### src/rtl/word_serializer_if.sv
// Handshake bundle between a single-word source buffer, the word serializer
// and the chunk consumer. The slave modport is the serializer's view.
interface word_serializer_if #(
  parameter int DATA_WIDTH = 8,
  parameter int OUT_WIDTH  = 2
);
  logic                  in_empty;
  logic [DATA_WIDTH-1:0] in_data;
  logic                  in_clear;
  logic                  step;
  logic                  out_valid;
  logic [OUT_WIDTH-1:0]  out_data;
  logic                  out_last;
  logic                  busy;

  modport slave (
    input  in_empty,
    input  in_data,
    input  step,
    output in_clear,
    output out_valid,
    output out_data,
    output out_last,
    output busy
  );

  modport master (
    output in_empty,
    output in_data,
    output step,
    input  in_clear,
    input  out_valid,
    input  out_data,
    input  out_last,
    input  busy
  );
endinterface

### src/rtl/word_serializer.sv
// Word serializer: takes one word from a single-word buffer and emits it as
// DATA_WIDTH/OUT_WIDTH chunks, one chunk retired per step pulse. When the next
// word is already buffered at the final step it is reloaded with no gap.
// Build option WORD_SERIALIZER_MSB_FIRST_EN: emit most-significant chunk first
// (default is LSB-first). Timing and handshake are the same in both builds.
//
// state   | meaning
// S_IDLE  | no word held; waiting for the buffer to become non-empty
// S_SHIFT | word held; out_data is valid, chunk idx_q is being presented
module word_serializer #(
  parameter int DATA_WIDTH = 8,
  parameter int OUT_WIDTH  = 2
) (
  input  logic                clk,
  input  logic                reset,
  word_serializer_if.slave    bus
);

  localparam int NCHUNK = DATA_WIDTH / OUT_WIDTH;
  localparam int IDX_W  = (NCHUNK > 1) ? $clog2(NCHUNK) : 1;
  localparam logic [IDX_W-1:0] LAST_IDX = IDX_W'(NCHUNK - 1);

  typedef enum logic {S_IDLE = 1'b0, S_SHIFT = 1'b1} state_t;

  state_t                state_q, state_d;
  logic [DATA_WIDTH-1:0] sr_q, sr_d;
  logic [IDX_W-1:0]      idx_q, idx_d;
  logic                  load;

  // State register: FSM state, shift register and chunk index
  always_ff @(posedge clk) begin
    if (reset) begin
      state_q <= S_IDLE;
      sr_q    <= '0;
      idx_q   <= '0;
    end else begin
      state_q <= state_d;
      sr_q    <= sr_d;
      idx_q   <= idx_d;
    end
  end

  // Next-state logic: load, shift, reload-on-last-step or return to idle
  always_comb begin
    state_d = state_q;
    sr_d    = sr_q;
    idx_d   = idx_q;
    load    = 1'b0;
    unique case (state_q)
      S_IDLE: begin
        if (!bus.in_empty) begin
          load    = 1'b1;
          sr_d    = bus.in_data;
          idx_d   = '0;
          state_d = S_SHIFT;
        end
      end
      S_SHIFT: begin
        if (bus.step) begin
          if (idx_q != LAST_IDX) begin
`ifdef WORD_SERIALIZER_MSB_FIRST_EN
            sr_d = sr_q << OUT_WIDTH;
`else
            sr_d = sr_q >> OUT_WIDTH;
`endif
            idx_d = idx_q + IDX_W'(1);
          end else if (!bus.in_empty) begin
            load  = 1'b1;
            sr_d  = bus.in_data;
            idx_d = '0;
          end else begin
            // clearing sr keeps out_data at zero whenever nothing is valid
            state_d = S_IDLE;
            sr_d    = '0;
            idx_d   = '0;
          end
        end
      end
      default: begin
        state_d = S_IDLE;
        sr_d    = '0;
        idx_d   = '0;
      end
    endcase
  end

  // Outputs: in_clear and out_last are combinational, the rest come from flops
  always_comb begin
    bus.in_clear  = load && !reset;
    bus.out_valid = (state_q == S_SHIFT);
    bus.busy      = (state_q == S_SHIFT);
`ifdef WORD_SERIALIZER_MSB_FIRST_EN
    bus.out_data  = sr_q[DATA_WIDTH-1 -: OUT_WIDTH];
`else
    bus.out_data  = sr_q[OUT_WIDTH-1:0];
`endif
    bus.out_last  = (state_q == S_SHIFT) && (idx_q == LAST_IDX);
  end

endmodule

### src/flat_wrapper.sv
// flat-port wrapper written by rule: the top's interface ports become plain ports
module word_serializer_flat 
#(
  parameter int DATA_WIDTH = 8,
  parameter int OUT_WIDTH  = 2
)
  (clk, reset, bus_in_empty, bus_in_data, bus_step, bus_in_clear, bus_out_valid, bus_out_data, bus_out_last, bus_busy);
  word_serializer_if #(.DATA_WIDTH(DATA_WIDTH), .OUT_WIDTH(OUT_WIDTH)) bus_i ();
  input  logic clk;
  input  logic reset;
  input wire logic [$bits(bus_i.in_empty)-1:0] bus_in_empty;
  input wire logic [$bits(bus_i.in_data)-1:0] bus_in_data;
  input wire logic [$bits(bus_i.step)-1:0] bus_step;
  output wire logic [$bits(bus_i.in_clear)-1:0] bus_in_clear;
  output wire logic [$bits(bus_i.out_valid)-1:0] bus_out_valid;
  output wire logic [$bits(bus_i.out_data)-1:0] bus_out_data;
  output wire logic [$bits(bus_i.out_last)-1:0] bus_out_last;
  output wire logic [$bits(bus_i.busy)-1:0] bus_busy;
  assign bus_i.in_empty = bus_in_empty;
  assign bus_i.in_data = bus_in_data;
  assign bus_i.step = bus_step;
  assign bus_in_clear = bus_i.in_clear;
  assign bus_out_valid = bus_i.out_valid;
  assign bus_out_data = bus_i.out_data;
  assign bus_out_last = bus_i.out_last;
  assign bus_busy = bus_i.busy;
  word_serializer #(.DATA_WIDTH(DATA_WIDTH), .OUT_WIDTH(OUT_WIDTH)) u_core (.clk(clk), .reset(reset), .bus(bus_i));
endmodule
### config.mk
export PLATFORM = sky130hd
export DESIGN_NAME = word_serializer_flat
export DESIGN_NICKNAME = d
export VERILOG_FILES = /design/src/rtl/word_serializer_if.sv /design/src/rtl/word_serializer.sv /design/src/flat_wrapper.sv
export SDC_FILE = /design/constraint.sdc
export NUM_CORES = 1
export LEC_CHECK = 0
export CAP_MARGIN = 30
export CORE_AREA = 2 2 41 43
export CTS_BUF_LIST = sky130_fd_sc_hd__clkbuf_8
export DETAILED_ROUTE_END_ITERATION = 8
export DIE_AREA = 0 0 43 45
export HOLD_SLACK_MARGIN = 0.05
export PLACE_DENSITY = 0.72
export SYNTH_ARGS = -nofsm -noshare
export SYNTH_HDL_FRONTEND = slang
export SYNTH_SLANG_ARGS = --single-unit
export TNS_END_PERCENT = 20
### constraint.sdc
create_clock -name clk -period 1.27 [get_ports clk]
set_clock_uncertainty 0.05 [all_clocks]
set_input_delay 0.3175 -clock clk [delete_from_list [all_inputs] [get_ports clk]]
set_output_delay 0.3175 -clock clk [all_outputs]
set_load 0.05 [all_outputs]
==> metrics.csv, run 1 <==
stage;metric;value;unit
outcome;outcome;finished with violations;
outcome;violations in the final reports;setup timing;
job;MaxCap Viol Count;0;
grt;largest net degree at the start of global routing;12;
finish;post-synthesis to final-layout area growth;66.5;%
sta;Max Clk Rate;656;MHz
synthesis;mean instance size in the synthesized netlist;8.32;sq um
floorplan;vertical die dimension;45;um
grt;wire length of the first global-routing pass;2300;um
finish;storage element area;226;sq um
synthesis;leading register cell type out of synthesis;sky130_fd_sc_hd__dfxtp_1;
synthesis;list of most frequent post-synthesis cells;11 x sky130_fd_sc_hd__dfxtp_1, 8 x sky130_fd_sc_hd__nor2_1;
placed_design;detailed placer's ending HPWL;990;um
clock_tree;CTS Buf Count;3;
clock_tree;number of hold-repair buffers added at the cts stage;0;
sta;transition time at the pin with the least slew margin;0.377;ns
clock_tree;clock-pin transition on the worst setup and hold timing paths;0.05;ns
floorplan;width of the chip;43;um
grt;routing usage on met3;0.0720;
synthesis;gate count after technology mapping;71;
grt;GR peak layer;met2;
floorplan;CORE AREA;1470;sq um
finish;non-filler instance count after layout;111;
synthesis;number of synthesis warnings;0;
detailed_routing;first-pass detailed-route iteration total;4;
floorplan;Starting Density;0.401;
synthesis;post-synthesis register bit count;11;
detailed_routing;count of vias placed by the detailed router;612;
floorplan;Die Area;1940;sq um
placed_design;IO buf count;17;
clock_tree;Max clock buf depth;2;
placed_design;Cell Count Post-Placement;104;
sta;unrepaired setup endpoints after global routing;yes;
clock_tree;CTS tree;done;
grt;met2 Use GR;0.245;
pwr;largest voltage drop on the vdd net;0.000793;V
sta;Setup TNS;-1.62;ns
sta;least setup slack across all paths after layout;-0.255;ns
detailed_routing;Starting DRT DRC Count;25;
clock_tree;Clk Latency, worst-skew pair;0.24;ns
finish;layout net count;109;
clock_tree;Clock Sinks;11;
synthesis;top cells by area in the synthesized netlist;sky130_fd_sc_hd__dfxtp_1 37%, sky130_fd_sc_hd__o311a_1 10%, sky130_fd_sc_hd__a31oi_1 6.4%, sky130_fd_sc_hd__o21ai_1 5.1%, sky130_fd_sc_hd__buf_4 5.1%;
finish;footprint of the multi-input gates;349;sq um
placed_design;RD Place Congestion;0.815;
setup_path;CP arrival;1.16;ns
grt;GRT overflow;0;
sta;max-slew headroom at the worst pin;0.749;
synthesis;sequential area share after synthesis;0.373;
setup_path;CP Capture Type;primary output;
setup_path;Worst Setup Path Type;flip-flop to primary output;
detailed_routing;Total Wirelength;1430;um
floorplan;cell row count;14;
detailed_routing;vias per cell;5.51;
finish;number of diodes added for antenna fixing;0;
synthesis;Syn Nets;84;
finish;final standard cell utilization of the core;0.668;
synthesis;number of different library cells in the post-synthesis netlist;22;
sta;final period demand of the worst path;1.52;ns
grt;total routing resource utilization after global routing;0.164;
pwr;Pwr per Cell Area;1020;nW/um^2
sta;period utilization;1.20;
finish;Fill cells;125;
worst_hold_path;class of the worst hold path;flip-flop to flip-flop;
synthesis;count of flip-flops with a built-in enable after synthesis;0;
sta;number of failing hold endpoints at the final stage;0;
synthesis;Syn Std Cell Area;591;sq um
clock_tree;Root Buffer;sky130_fd_sc_hd__clkbuf_8;
setup_path;kind of launch point of the worst setup path;flip-flop;
synthesis;most used standard cell by instance count after synthesis;sky130_fd_sc_hd__dfxtp_1;
grt;number of global-route vias before repair;501;
finish;fraction of final layout cells sized beyond drive strength 1;0.368;
detailed_routing;number of remaining DRC errors;0;
synthesis;Yosys top cell by area;sky130_fd_sc_hd__dfxtp_1;
grt;met1 routing resource usage after global routing;0.207;
setup_path;required time at the endpoint of the critical path;0.90;ns
grt;number of antenna violations at the first check in global routing;0;
floorplan;number of top-level design ports;18;
sta;final setup vio count;10;
sta;number of max-slew violations in the final report;0;
detailed_routing;ANT nets after route;0;
pwr;LEAKAGE;0.401;nW
synthesis;share of synthesized flip-flops with an asynchronous set or reset;0;
setup_path;largest fanout of any net on the critical path;2;
synthesis;area fraction of the dominant cell type after synthesis;0.373;
placed_design;worst setup slack after placement;-0.462;ns
detailed_routing;final routed wire length divided by cell count;12.9;um
clock_tree;H-tree levels;1;
flip-flops by register name, indices dropped and copies added (netlist names):
signal and flops:
u_core.idx_q 2, u_core.bus.busy 1, u_core.sr_q 8
layout make-up:
cell class,instances,area share
Clock buffer,3,0.0420
Sequential cell,11,0.230
Inverter,6,0.0229
Multi-Input combinational cell,46,0.355
Timing Repair Buffer,28,0.326
Clock inverter,1,0.00382
Tap cell,16,0.0204
critical path, cell delays in order (launching register included):
cell                      delay [ns]
sky130_fd_sc_hd__dfxtp_2        0.33
sky130_fd_sc_hd__ha_4           0.17
sky130_fd_sc_hd__buf_4          0.13
sky130_fd_sc_hd__and2_4         0.15
sky130_fd_sc_hd__buf_12         0.14
power breakdown:
group | internal [mW] | switching [mW] | leakage (nW) | total [mW]
Clock | 0.213 | 0.136 | 0.0269 | 0.349
Combinational | 0.137 | 0.122 | 0.282 | 0.259
Sequential | 0.372 | 0.0214 | 0.0922 | 0.393
Total | 0.722 | 0.279 | 0.401 | 1.00
repair_timing:
action / 4_1_cts / 5_1_grt
gates resized for setup: 5 / 12
endpoints found under the setup margin: 12 / 13
setup buffers: 2 / 1
pin swaps: 5 / 6
logic make-up after synthesis:
logic type | after synthesis | share of synthesized area
buf+inv | 14 | 0.133
fa+ha+maj | 1 | 0.0212
simple gates | 20 | 0.165
flops | 11 | 0.373
compound gates | 25 | 0.307
per-stage QoR:
step / power, mW / instance area [sq um] / hold WS (ns)
finish: 1.00 / 983 / 0.471
floorplan: 0.542 / 629 / 0.417
detailed placement: 0.650 / 880 / 0.434
global placement: 0.646 / 880 / 0.423
global route: 1.05 / 983 / 0.523
CTS: 1.01 / 941 / 0.440
layer usage:
layer  vias up  share of wire
met5         -              0
met4         0          0.012
met3         4          0.058
met2        18           0.50
met1       289           0.43
li1        301              -
worst paths after layout:
kind              slack, ns  cells past startpoint             from        endpoint
hold reg to reg        0.47                      2   u_core.sr_q[7]  u_core.sr_q[7]
setup / recovery      -0.25                      4  u_core.idx_q[1]    bus_out_last
setup reg to reg      -0.18                      7  u_core.idx_q[1]  u_core.sr_q[0]
hold / removal         0.47                      2   u_core.sr_q[7]  u_core.sr_q[7]
cell usage in the layout, fill, tap and decap left out:
master / n
sky130_fd_sc_hd__a21bo_2: 1
sky130_fd_sc_hd__a21boi_4: 1
sky130_fd_sc_hd__a21oi_1: 3
sky130_fd_sc_hd__a31oi_1: 6
sky130_fd_sc_hd__a32oi_1: 2
sky130_fd_sc_hd__and2_1: 1
sky130_fd_sc_hd__and2_4: 2
sky130_fd_sc_hd__buf_12: 6
sky130_fd_sc_hd__buf_4: 8
sky130_fd_sc_hd__buf_6: 3
sky130_fd_sc_hd__clkbuf_8: 3
sky130_fd_sc_hd__clkdlybuf4s50_1: 8
sky130_fd_sc_hd__dfxtp_1: 8
sky130_fd_sc_hd__dfxtp_2: 2
sky130_fd_sc_hd__dfxtp_4: 1
sky130_fd_sc_hd__dlygate4sd2_1: 3
sky130_fd_sc_hd__ha_4: 1
sky130_fd_sc_hd__inv_1: 7
sky130_fd_sc_hd__nand2_1: 2
sky130_fd_sc_hd__nand2b_1: 1
sky130_fd_sc_hd__nand3_1: 2
sky130_fd_sc_hd__nor2_1: 4
sky130_fd_sc_hd__nor2_2: 3
sky130_fd_sc_hd__nor2_4: 1
sky130_fd_sc_hd__nor2b_1: 2
sky130_fd_sc_hd__nor3_4: 1
sky130_fd_sc_hd__o21ai_1: 4
sky130_fd_sc_hd__o21ai_2: 2
sky130_fd_sc_hd__o311a_1: 6
sky130_fd_sc_hd__or2_1: 1
Note: power is estimated with default switching activity, not from simulation.
==> run 2, diff against run 1 <==
TNS_END_PERCENT = 50   (was 20)
==> metrics.csv, run 2 (same netlist as run 1, synthesis figures left out) <==
stage;metric;value;unit;change
grt;wire length of the first global-routing pass;2330;um;was 2300 um
detailed_routing;first-pass detailed-route iteration total;4;;unchanged
sta;final setup vio count;10;;unchanged
finish;post-route cell area;1010;sq um;was 983 sq um
detailed_routing;Starting DRT DRC Count;27;;was 25
sta;final period demand of the worst path;1.53;ns;was 1.52 ns
clock_tree;Max clock buf depth;2;;unchanged
sta;number of failing hold endpoints at the final stage;0;;unchanged
setup_path;Worst Setup Path Type;flip-flop to primary output;;unchanged
detailed_routing;Total Wirelength;1460;um;was 1430 um
clock_tree;CTS Buf Count;3;;unchanged
detailed_routing;count of vias placed by the detailed router;598;;was 612
detailed_routing;ANT nets after route;0;;unchanged
floorplan;width of the chip;43;um;unchanged
detailed_routing;vias per cell;5.39;;was 5.51
outcome;outcome;finished with violations;;unchanged
pwr;power after layout;1.01;mW;was 1.00 mW
finish;number of flip-flops in the largest register;8;;unchanged
finish;fraction of final layout cells sized beyond drive strength 1;0.400;;was 0.368
placed_design;IO buf count;17;;unchanged
sta;Max Clk Rate;655;MHz;was 656 MHz
sta;unrepaired setup endpoints after global routing;yes;;unchanged
grt;total routing resource utilization after global routing;0.167;;was 0.164
sta;number of max-slew violations in the final report;0;;unchanged
clock_tree;Clock Sinks;11;;unchanged
worst_hold_path;class of the worst hold path;flip-flop to flip-flop;;unchanged
pwr;net switching power figure;285;uW;was 279 uW
detailed_routing;final routed wire length divided by cell count;13.1;um;was 12.9 um
detailed_routing;number of remaining DRC errors;0;;unchanged
setup_path;CP Capture Type;primary output;;unchanged
pwr;LEAKAGE;0.409;nW;was 0.401 nW
clock_tree;CTS tree;done;;unchanged
finish;most frequent cells in the layout;8 x sky130_fd_sc_hd__clkdlybuf4s50_1, 8 x sky130_fd_sc_hd__dfxtp_1, 7 x sky130_fd_sc_hd__inv_1, 7 x sky130_fd_sc_hd__buf_4;;was 8 x sky130_fd_sc_hd__clkdlybuf4s50_1, 8 x sky130_fd_sc_hd__buf_4, 8 x sky130_fd_sc_hd__dfxtp_1
setup_path;largest fanout of any net on the critical path;2;;unchanged
setup_path;required time at the endpoint of the critical path;0.90;ns;about the same
placed_design;worst setup slack after placement;-0.462;ns;unchanged
sta;least setup slack across all paths after layout;-0.256;ns;was -0.255 ns
grt;largest net degree at the start of global routing;12;;unchanged
floorplan;CORE AREA;1470;sq um;unchanged
finish;non-filler instance count after layout;111;;unchanged
clock_tree;H-tree levels;1;;unchanged
outcome;violations in the final reports;setup timing;;unchanged
sta;Setup TNS;-1.51;ns;was -1.62 ns
pwr;share of power burned in combinational logic;0.262;;was 0.259
floorplan;vertical die dimension;45;um;unchanged
sta;transition time at the pin with the least slew margin;0.382;ns;was 0.377 ns
sta;max-slew headroom at the worst pin;0.746;;was 0.749
job;MaxCap Viol Count;0;;unchanged
setup_path;kind of launch point of the worst setup path;flip-flop;;unchanged
clock_tree;clock-pin transition on the worst setup and hold timing paths;0.05;ns;about the same
finish;register bank with the most flops;u_core.sr_q;;unchanged
floorplan;Die Area;1940;sq um;unchanged
grt;number of global-route vias before repair;511;;was 501
clock_tree;Clk Latency, worst-skew pair;0.24;ns;about the same
setup_path;CP arrival;1.16;ns;about the same
finish;layout net count;109;;unchanged
sta;period utilization;1.20;;about the same
placed_design;Cell Count Post-Placement;104;;unchanged
finish;post-synthesis to final-layout area growth;71.0;%;was 66.5%
finish;number of diodes added for antenna fixing;0;;unchanged
pwr;internal power component;725;uW;was 722 uW
pwr;switching power as a share of total power;0.282;;was 0.279
placed_design;detailed placer's ending HPWL;990;um;unchanged
clock_tree;number of hold-repair buffers added at the cts stage;0;;unchanged
floorplan;Starting Density;0.401;;unchanged
placed_design;RD Place Congestion;0.815;;unchanged
grt;GRT overflow;0;;unchanged
pwr;largest voltage drop on the vdd net;0.000798;V;was 0.000793 V
pwr;Clk pwr share;0.347;;was 0.348
pwr;Pwr per Cell Area;1000;nW/um^2;was 1020 nW/um^2
floorplan;cell row count;14;;unchanged
floorplan;number of top-level design ports;18;;unchanged
grt;number of antenna violations at the first check in global routing;0;;unchanged
placed_design;instance area after placement;880;sq um;unchanged
clock_tree;Root Buffer;sky130_fd_sc_hd__clkbuf_8;;unchanged
pwr;sequential fraction of design power;0.391;;was 0.393
==> run 2: critical path, cell delays in order, from the launching register on <==
cell and delay (ns):
sky130_fd_sc_hd__dfxtp_2 0.33, sky130_fd_sc_hd__ha_4 0.17, sky130_fd_sc_hd__buf_4 0.13, sky130_fd_sc_hd__and2_4 0.15
sky130_fd_sc_hd__buf_12 0.14
==> run 2: stage by stage <==
| step | hold WS [ns] | utilization |
|---|---|---|
| finish | 0.494 | 0.686 |
| CTS | 0.440 | 0.653 |
| global placement | 0.423 | 0.598 |
| floorplan | 0.417 | - |
| global route | 0.523 | 0.686 |
| detailed placement | 0.434 | 0.598 |
==> run 2: area by class of cell <==
| class | instances | area, sq um |
|---|---|---|
| flip-flops and latches | 11 | 226 |
| fillers | 120 | 462 |
| multi-input cells | 46 | 368 |
| repair buffers | 28 | 328 |
| well taps | 16 | 20.0 |
| clock buffers | 3 | 41.3 |
| clock inverters | 1 | 3.75 |
| inverters | 6 | 22.5 |
==> run 2: what timing repair did <==
item                                    in CTS  in global routing
setup buffers                                2                  1
pin swaps                                   11                  6
gates resized for setup                     12                 12
endpoints found under the setup margin      12                 13
==> run 2: path summary, 6_finish.rpt <==
kind / startpoint / endpoint / slack, ns / cells past startpoint
worst min register to register: u_core.sr_q[7] / u_core.sr_q[7] / 0.49 / 2
worst max-delay path: u_core.idx_q[1] / bus_out_last / -0.26 / 4
worst max register to register: u_core.idx_q[1] / u_core.sr_q[3] / -0.17 / 8
worst min-delay path: u_core.sr_q[7] / u_core.sr_q[7] / 0.49 / 2
==> run 2: power by group through the flow <==
stage          clock network (mW)  logic (mW)  registers, mW
4_1_cts                     0.363       0.255          0.392
2_1_floorplan                   0       0.142          0.400
5_1_grt                     0.376       0.281          0.399
3_5_place_dp                    0       0.253          0.397
3_3_place_gp                    0       0.250          0.397
6_report                    0.351       0.264          0.395
==> run 2: routing by layer <==
metal	track usage	part of all wire	wire [um]
met2	0.252	0.49	715
met4	0.0727	0	0
met3	0.0720	0.043	63
met5	0	0	0
met1	0.209	0.47	680
